## src/rtl/fetch_unit_if.sv

```systemverilog
// fetch_unit_if: instruction-memory req/ack bus between the fetch stage (master) and memory (slave).
interface fetch_unit_if #(parameter int XLEN = 32);
   logic            imem_req;
   logic [XLEN-1:0] imem_addr;
   logic            imem_ack;
   logic [XLEN-1:0] imem_rdata;
   modport master (output imem_req, imem_addr, input imem_ack, imem_rdata);
   modport slave  (input imem_req, imem_addr, output imem_ack, imem_rdata);
endinterface

```

## src/rtl/fetch_unit.sv

```systemverilog
// fetch_unit: owns the PC, fetches over a req/ack bus and hands one instruction at a time to decode.
module fetch_unit #(
   parameter int              XLEN     = 32,
   parameter logic [XLEN-1:0] RESET_PC = '0
) (
   input  logic            clk,
   input  logic            rst_n,
   fetch_unit_if.master    imem,
   input  logic            br_taken_i,
   input  logic [XLEN-1:0] br_target_i,
   input  logic            stall_i,
   output logic [XLEN-1:0] instr_o,
   output logic            instr_valid_o,
   output logic [XLEN-1:0] instr_pc_o,
   output logic [XLEN-1:0] r15_o
);
   typedef enum logic [1:0] {IDLE, REQ, DELIVER} state_t;
   state_t          state_q;
   logic [XLEN-1:0] pc_q, req_addr_q, pend_q, pend_pc_q, instr_q, instr_pc_q;
   logic            kill_q, imem_req_q, instr_valid_q;
   logic [XLEN-1:0] tgt;
   assign tgt           = br_target_i & ~XLEN'(3);
   assign imem.imem_req  = imem_req_q;
   assign imem.imem_addr = req_addr_q;
   assign instr_o       = instr_q;
   assign instr_valid_o = instr_valid_q;
   assign instr_pc_o    = instr_pc_q;
   assign r15_o         = instr_pc_q + XLEN'(8);
   always_ff @(posedge clk or negedge rst_n) begin
      if (!rst_n) begin
         state_q       <= IDLE;
         pc_q          <= RESET_PC;
         req_addr_q    <= RESET_PC;
         kill_q        <= 1'b0;
         imem_req_q    <= 1'b0;
         pend_q        <= '0;
         pend_pc_q     <= RESET_PC;
         instr_q       <= '0;
         instr_pc_q    <= RESET_PC;
         instr_valid_q <= 1'b0;
      end else begin
         if (instr_valid_q && !stall_i) instr_valid_q <= 1'b0;
         if (br_taken_i) begin
            instr_valid_q <= 1'b0;
            pc_q          <= tgt;
            // an issued request cannot be withdrawn, so its data is marked dead instead
            if (state_q == REQ && !imem.imem_ack) kill_q <= 1'b1;
            else begin
               kill_q     <= 1'b0;
               req_addr_q <= tgt;
               state_q    <= REQ;
               imem_req_q <= 1'b1;
            end
         end else begin
            case (state_q)
               IDLE: begin
                  state_q    <= REQ;
                  req_addr_q <= pc_q;
                  imem_req_q <= 1'b1;
               end
               REQ: if (imem.imem_ack) begin
                  if (kill_q) begin
                     kill_q     <= 1'b0;
                     req_addr_q <= pc_q;
                  end else begin
                     pend_q     <= imem.imem_rdata;
                     pend_pc_q  <= req_addr_q;
                     pc_q       <= req_addr_q + XLEN'(4);
                     state_q    <= DELIVER;
                     imem_req_q <= 1'b0;
                  end
               end
               DELIVER: if (!instr_valid_q || !stall_i) begin
                  instr_q       <= pend_q;
                  instr_pc_q    <= pend_pc_q;
                  instr_valid_q <= 1'b1;
                  req_addr_q    <= pc_q;
                  state_q       <= REQ;
                  imem_req_q    <= 1'b1;
               end
               default: state_q <= IDLE;
            endcase
         end
      end
   end
endmodule

```

## src/flat_wrapper.sv

```systemverilog
// flat-port wrapper written by rule: the top's interface ports become plain ports
module fetch_unit_flat 
#(
   parameter int              XLEN     = 32,
   parameter logic [XLEN-1:0] RESET_PC = '0
)
  (clk, rst_n, br_taken_i, br_target_i, stall_i, instr_o, instr_valid_o, instr_pc_o, r15_o, imem_imem_req, imem_imem_addr, imem_imem_ack, imem_imem_rdata);
  fetch_unit_if #(.XLEN(XLEN)) imem_i ();
  input  logic clk;
  input  logic rst_n;
  input  logic br_taken_i;
  input  logic [XLEN-1:0] br_target_i;
  input  logic stall_i;
  output logic [XLEN-1:0] instr_o;
  output logic instr_valid_o;
  output logic [XLEN-1:0] instr_pc_o;
  output logic [XLEN-1:0] r15_o;
  output wire logic [$bits(imem_i.imem_req)-1:0] imem_imem_req;
  output wire logic [$bits(imem_i.imem_addr)-1:0] imem_imem_addr;
  input wire logic [$bits(imem_i.imem_ack)-1:0] imem_imem_ack;
  input wire logic [$bits(imem_i.imem_rdata)-1:0] imem_imem_rdata;
  assign imem_imem_req = imem_i.imem_req;
  assign imem_imem_addr = imem_i.imem_addr;
  assign imem_i.imem_ack = imem_imem_ack;
  assign imem_i.imem_rdata = imem_imem_rdata;
  fetch_unit #(.XLEN(XLEN), .RESET_PC(RESET_PC)) u_core (.clk(clk), .rst_n(rst_n), .imem(imem_i), .br_taken_i(br_taken_i), .br_target_i(br_target_i), .stall_i(stall_i), .instr_o(instr_o), .instr_valid_o(instr_valid_o), .instr_pc_o(instr_pc_o), .r15_o(r15_o));
endmodule
```

## config.mk

```make
export PLATFORM = sky130hd
export DESIGN_NAME = fetch_unit_flat
export DESIGN_NICKNAME = d
export VERILOG_FILES = /design/src/rtl/fetch_unit_if.sv /design/src/rtl/fetch_unit.sv /design/src/flat_wrapper.sv
export SDC_FILE = /design/constraint.sdc
export NUM_CORES = 1
export LEC_CHECK = 0
export BUFFER_PORTS_ARGS = -buffer_cell sky130_fd_sc_hd__buf_2
export CAP_MARGIN = 40
export CORE_ASPECT_RATIO = 1.1
export CORE_MARGIN = 2
export CORE_UTILIZATION = 30
export DETAILED_ROUTE_END_ITERATION = 6
export GPL_TIMING_DRIVEN = 0
export SETUP_SLACK_MARGIN = 0.4
export SYNTH_ARGS = -nofsm -noshare
export SYNTH_HDL_FRONTEND = slang
export SYNTH_SLANG_ARGS = --single-unit
```

## constraint.sdc

```tcl
create_clock -name clk -period 1.7 [get_ports clk]
set_input_delay 0.255 -clock clk [delete_from_list [all_inputs] [get_ports clk]]
set_output_delay 0.255 -clock clk [all_outputs]
set_load 0.01 [all_outputs]
```

==> impl_metrics.yaml, run 1 <==
outcome:
  status: "finished, violations left"
  violations: "negative hold slack, negative setup slack"
grt:
  grt_max_degree: 103
  grt_pass1_wl_um: 47330
  antenna_found_initial: 0
  grt_pass1_vias: 8136
  overflow: 0
  grt_usage_pct: 20.11
sta:
  finalCriticalPeriod_ns: 2.344
  fin_skew_ns: 0.01166
  setup_viol: 192
  finalHoldViolCount: 95
  maxSlewHeadroom_pct: 44.99
  worst_pin_slew_ns: 0.8251
  fin_crit_sh_pct: 137.9
  worst_hold_slack_ns: -0.1730
  worst_slack_ns: -0.6440
  fmax_ghz: 0.4266
  slew_viol_final: 0
  rsz0062_at_grt: "yes"
floorplan:
  start_util_pct: 30.27
  rows: 66
  die_area_um2: 31060
  fp.dieH_um: 184.6
  core-area_um2: 29400
  dieWidth_um: 168.2
  io_pins: 199
cts:
  clockRootBuffer: "clkbuf_16"
  clk_latency_ns: 0.44
  cts_tree: "built"
  holdBufCountCts: 9
  path_clk_slew_ns: 0.07
  clk_path_buf_depth: 2
  cts_buffers: 17
  htreeDepth: 4
  cts.sinks: 197
drt:
  post_drt_wl_per_cell_um: 19.18
  antenna_left: 0
  drtIter0Drc: 626
  drt_wl_total_um: 32080
  dr.pass1.iters: 5
  vias: 8137
  drc_errors: 0
  avgViaCountPerCell: 4.864
power_and_ir_drop:
  cellLeakagePower_nw: 7.769
  peakVddDrop_uv: 711.6
  p_per_area_nw_per_um2: 1773
  power_mw: 28.38
logic_synthesis:
  ys_top_cells_by_area: "dfrtp_1 (55%), nand2_1 (9.6%), mux2_2 (8.1%)"
  synth-edff-count: 0
  synth_area_um2: 8899
  netlist.area_leader.share_pct: 55.40
  syn-num-nets: 949
  synth-seq-cells: 197
  synthDistinctLibCells: 44
  synth_cells: 875
  syn_area_per_cell_um2: 10.17
  async_flop_share_pct: 100.0
  ys.flop_type: "dfrtp_1"
  ys_seq_area_share_pct: 55.40
  yosysTopAreaCell: "dfrtp_1"
  yosysWarnings: 0
layout:
  layout.cells.non_filler: 1673
  antenna_cells: 0
  syn_to_final_growth_pct: 79.84
  fin_nets: 1360
  finalInstanceArea_um2: 16000
  final_cell_mix: "buf_2 (162), dfrtp_1 (142), nand2_1 (123)"
  final_common_cell: "buf_2"
  drive_gt1_share_pct: 67.05
worst_setup_path:
  crit_arrival_ns: 2.09
  r2r_setup_slack_ns: -0.19
  crit_path_end_kind: "output pin"
  crit_type: "reg -> out"
  endpoint: "r15_o[31]"
  r2r_start: "u_core.imem.imem_addr[2]"
  crit_start: "u_core.instr_pc_o[9]"
  r2r_end: "u_core.pc_q[8]"
  reg2regPathDepth: 7
  required_ns: 1.44
  cp_max_fo: 3
  critPathLaunchType: "flip-flop"
placed_design:
  place_inst: 1446
  dpl.hpwl_um: 19210
  portBuffers: 196
  placed_area_um2: 11530
  gp_congestion: 0.8182
min_path:
  hold_path_class: "in -> async"
job:
  max_cap_violations: 0
layer usage:
metal  vias to the layer above  part of all wire [%]  GRT usage (%)  routed length [um]
met5                         -                     0              0                   0
met4                         0                   3.1          7.724                 994
met3                        65                   4.6          4.209                1478
met2                       249                    51          34.32               16270
met1                      4024                    42          25.03               13350
li1                       3799                     -              -                   -
critical path, cell delays in order (launching register included):
cell and delay (ns):
dfrtp_2 0.40, nand3_4 0.08, or2_4 0.27, nor3_4 0.24, nand4_1 0.28, xnor2_2 0.21
buf_2 0.17
synthesized netlist by cell type, drive strengths merged (3+ instances only):
cell type and number:
a21oi 33, a22oi 14, a31oi 12, and2 4, and3 7, and4 6, buf 10, clkbuf 40
dfrtp 197, ha 5, inv 7, mux2 64, mux2i 24, nand2 230, nand2b 12, nand3 22
nand3b 3, nand4 14, nor2 51, nor3 5, nor3b 3, nor4 7, o21ai 30, o221ai 3
or2 4, or3 3, xnor2 35, xor2 18
flip-flops by register name, summed over array words and instances (netlist names):
name,count
u_core.imem.imem_req,1
u_core.instr_pc_o,32
u_core.imem.imem_addr,32
u_core.state_q,2
u_core.pend_pc_q,32
u_core.pc_q,32
u_core.instr_o,32
u_core.pend_q,32
u_core.kill_q,1
u_core.instr_valid_o,1
what timing repair did:
item	CTS	global route
setup endpoints to repair	285	290
buffers inserted	108	56
gates cloned	22	0
pin swaps	74	53
endpoints found under the hold margin	104	95
resized for setup	329	197
report_power, final:
| group | switching, mW | leakage [nW] | internal [mW] | total, mW |
|---|---|---|---|---|
| registers | 2.01 | 2.38 | 6.75 | 8.76 |
| logic | 6.97 | 5.10 | 8.56 | 15.5 |
| clock network | 1.96 | 0.285 | 2.13 | 4.08 |
| total | 10.9 | 7.77 | 17.4 | 28.4 |
layout make-up:
class | instances | area [um2]
plain buffers | 50 | 857.1
repair buffers | 392 | 3361
well taps | 374 | 467.9
inverters | 7 | 31.28
clock buffers | 19 | 452.9
clock inverters | 13 | 122.6
flip-flops and latches | 197 | 4999
fillers | 2394 | 13400
multi-input cells | 621 | 5712
per-stage QoR:
stage	setup WS, ns	util (%)	setup TNS [ns]	hold slack [ns]
after global routing	-0.7380	54.43	-35.41	-0.1084
after detailed placement	-0.4758	39.24	-36.38	0.3540
final	-0.6440	54.43	-25.51	-0.1730
after CTS	-0.6751	50.27	-28.53	-0.1231
after floorplan	-0.1231	-	-0.2206	-0.04059
after global placement	-3.427	39.11	-640.41	0.4517
how the worst min path moves through the flow:
stage	endpoint	slack [ns]	depth (start not counted)
after floorplan	u_core.imem.imem_addr[0]	-0.04	0
after global placement	u_core.pend_q[0]	0.45	3
after detailed placement	u_core.pc_q[2]	0.35	1
after CTS	u_core.pc_q[2]	-0.12	1
after global routing	u_core.pc_q[2]	-0.11	1
final	u_core.pc_q[2]	-0.17	1
cells by family after synthesis:
kind of cell             share of synthesized area (%)
AND/OR/NAND/NOR                                  18.66
flip-flops                                       55.40
AO/OA/AOI/OAI                                    6.609
multiplexers                                     10.80
buffers and inverters                            2.615
XOR/XNOR                                         5.216
adder cells (fa/ha/maj)                         0.7030
Note: power is estimated with default switching activity, not from simulation.
==> inputs of run 2 (changes only) <==
--- a/config.mk
+++ b/config.mk
@@ -12,6 +12,7 @@
 export CORE_UTILIZATION = 30
 export DETAILED_ROUTE_END_ITERATION = 6
 export GPL_TIMING_DRIVEN = 0
+export PLACE_DENSITY = 0.59
 export SETUP_SLACK_MARGIN = 0.4
 export SYNTH_ARGS = -nofsm -noshare
 export SYNTH_HDL_FRONTEND = slang
==> impl_metrics.yaml, run 2 (synthesized netlist as in run 1, its figures left out) <==
cts:
  htreeDepth: 4
  cts.sinks: 197
  clk_latency_ns: 0.45
  cts_tree: "built"
  clockRootBuffer: "clkbuf_16"
  cts_buffers: 17
  path_clk_slew_ns: 0.08
  clk_path_buf_depth: 2
power_and_ir_drop:
  net-switching-power_mw: 10.89
  p_per_area_nw_per_um2: 1750
  swShare_pct: 38.41
  clockPowerShare_pct: 15.0
  seqPwrFrac_pct: 30.7
  cellLeakagePower_nw: 7.857
  power_mw: 28.36
  peakVddDrop_uv: 972.8
  p_comb_share_pct: 54.3
  p_int_mw: 17.47
worst_setup_path:
  cp_max_fo: 3
  crit_path_end_kind: "output pin"
  crit_path_top_delay_cell: "dfrtp_2"
  r2r_setup_slack_ns: -0.21
  required_ns: 1.44
  r2r_start: "u_core.imem.imem_addr[4]"
  worstPathCellList: "and3_4 > nand3_4 > nor4_4 > nand4_1 > xnor2_2 > buf_2"
  crit_arrival_ns: 2.04
  crit_type: "reg -> out"
  reg2regPathDepth: 7
  cpPeakStageDelay_ns: 0.38
  critPathLaunchType: "flip-flop"
  r2r_end: "u_core.pc_q[25]"
grt:
  grt_pass1_wl_um: 46130
  antenna_found_initial: 8
  gr-usage-met2_pct: 32.16
  grt_busiest_layer: "met2"
  met3_usage_pct: 4.359
  met1_usage_pct: 24.18
  grt_usage_pct: 19.27
  overflow: 0
  grt_max_degree: 77
  grt_pass1_vias: 8140
placed_design:
  portBuffers: 196
  gp_congestion: 0.7989
  dpl_worst_slack_ns: -0.5021
  dpl.hpwl_um: 18920
floorplan:
  dieWidth_um: 168.2
  rows: 66
  core-area_um2: 29400
  start_util_pct: 30.27
  io_pins: 199
  fp.dieH_um: 184.6
  die_area_um2: 31060
layout:
  final_common_cell: "buf_2"
  syn_to_final_growth_pct: 82.13
  drive_gt1_share_pct: 67.11
  final_cell_mix: "buf_2 (157), dfrtp_1 (142), nand2_1 (118), buf_6 (118), buf_4 (110)"
  fin_nets: 1402
sta:
  worst_slack_ns: -0.5999
  finalHoldViolCount: 0
  fin_setup_tns_ns: -29.76
  fmax_ghz: 0.4348
  worst_hold_slack_ns: 0.01251
  setup_viol: 216
  worst_pin_slew_ns: 0.8819
  fin_crit_sh_pct: 135.3
  finalCriticalPeriod_ns: 2.300
  rsz0062_at_grt: "yes"
  maxSlewHeadroom_pct: 41.21
  fin_skew_ns: 0.01035
  slew_viol_final: 0
min_path:
  hp-start: "imem_imem_rdata[15]"
  hold_path_end: "u_core.pend_q[15]"
  hold_path_class: "in -> reg"
  hold_depth: 3
job:
  max_cap_violations: 0
drt:
  antenna_left: 0
  post_drt_wl_per_cell_um: 18.68
  drtIter0Drc: 400
  dr.pass1.iters: 6
  drc_errors: 0
  avgViaCountPerCell: 4.834
  vias: 8310
  drt_wl_total_um: 32110
outcome:
  violations: "negative setup slack"
  status: "finished, violations left"
-- run 2: layout make-up --
class / count / area [um2]
inverter: 7 / 36.28
antenna: 4 / 10.01
fill: 2417 / 13190
clock inverter: 14 / 165.2
timing repair buffer: 433 / 3702
tap: 374 / 467.9
multi-input combinational: 622 / 5609
buffer: 50 / 778.2
clock buffer: 18 / 439.2
sequential: 197 / 4999
-- run 2: power groups by stage --
stage | logic (mW) | registers (mW) | clock network (mW)
after detailed placement | 8.38 | 8.89 | 0
after global placement | 8.23 | 8.82 | 0
after global routing | 16.3 | 8.94 | 4.51
after CTS | 12.2 | 8.52 | 4.31
final | 15.4 | 8.71 | 4.26
after floorplan | 5.25 | 8.80 | 0
-- run 2: metrics by stage --
step	utilization (%)	instance area, um2	std cells
floorplan	-	10050	875
global placement	39.11	11500	1445
detailed placement	39.33	11560	1447
CTS	49.23	14470	1628
global route	55.13	16210	1719
finish	55.13	16210	1719
-- run 2: routing by layer --
layer | routed length (um) | share of wire, %
met3 | 1246 | 3.9
met5 | 49 | 0.15
met2 | 16430 | 51
met4 | 1022 | 3.2
met1 | 13360 | 42
-- run 2: worst max-delay path by stage --
stage / start / end / slack, ns / cells after the start
2_1_floorplan: u_core.imem.imem_addr[16] / u_core.pc_q[25] / -0.12 / 6
3_3_place_gp: rst_n / u_core.imem.imem_addr[16] / -3.43 / 1
3_5_place_dp: br_taken_i / u_core.pc_q[7] / -0.50 / 5
4_1_cts: u_core.instr_pc_o[10] / r15_o[31] / -0.62 / 6
5_1_grt: u_core.instr_pc_o[5] / r15_o[24] / -0.69 / 6
6_report: u_core.instr_pc_o[6] / r15_o[24] / -0.60 / 6
-- run 2: repair_timing --
action                                  4_1_cts  5_1_grt
gates resized for setup                     276      264
endpoints found under the hold margin        77        0
hold buffers                                 24        0
cloned                                       15        8
endpoints found under the setup margin      285      288
pin swaps                                    77       46
setup buffers                               110       79
-- run 2: critical path: cells and delay by family (launching register included) --
family,cells,cell delay [ns]
simple gates,4,0.91
buf+inv,1,0.13
xor+xnor,1,0.16
flops,1,0.38
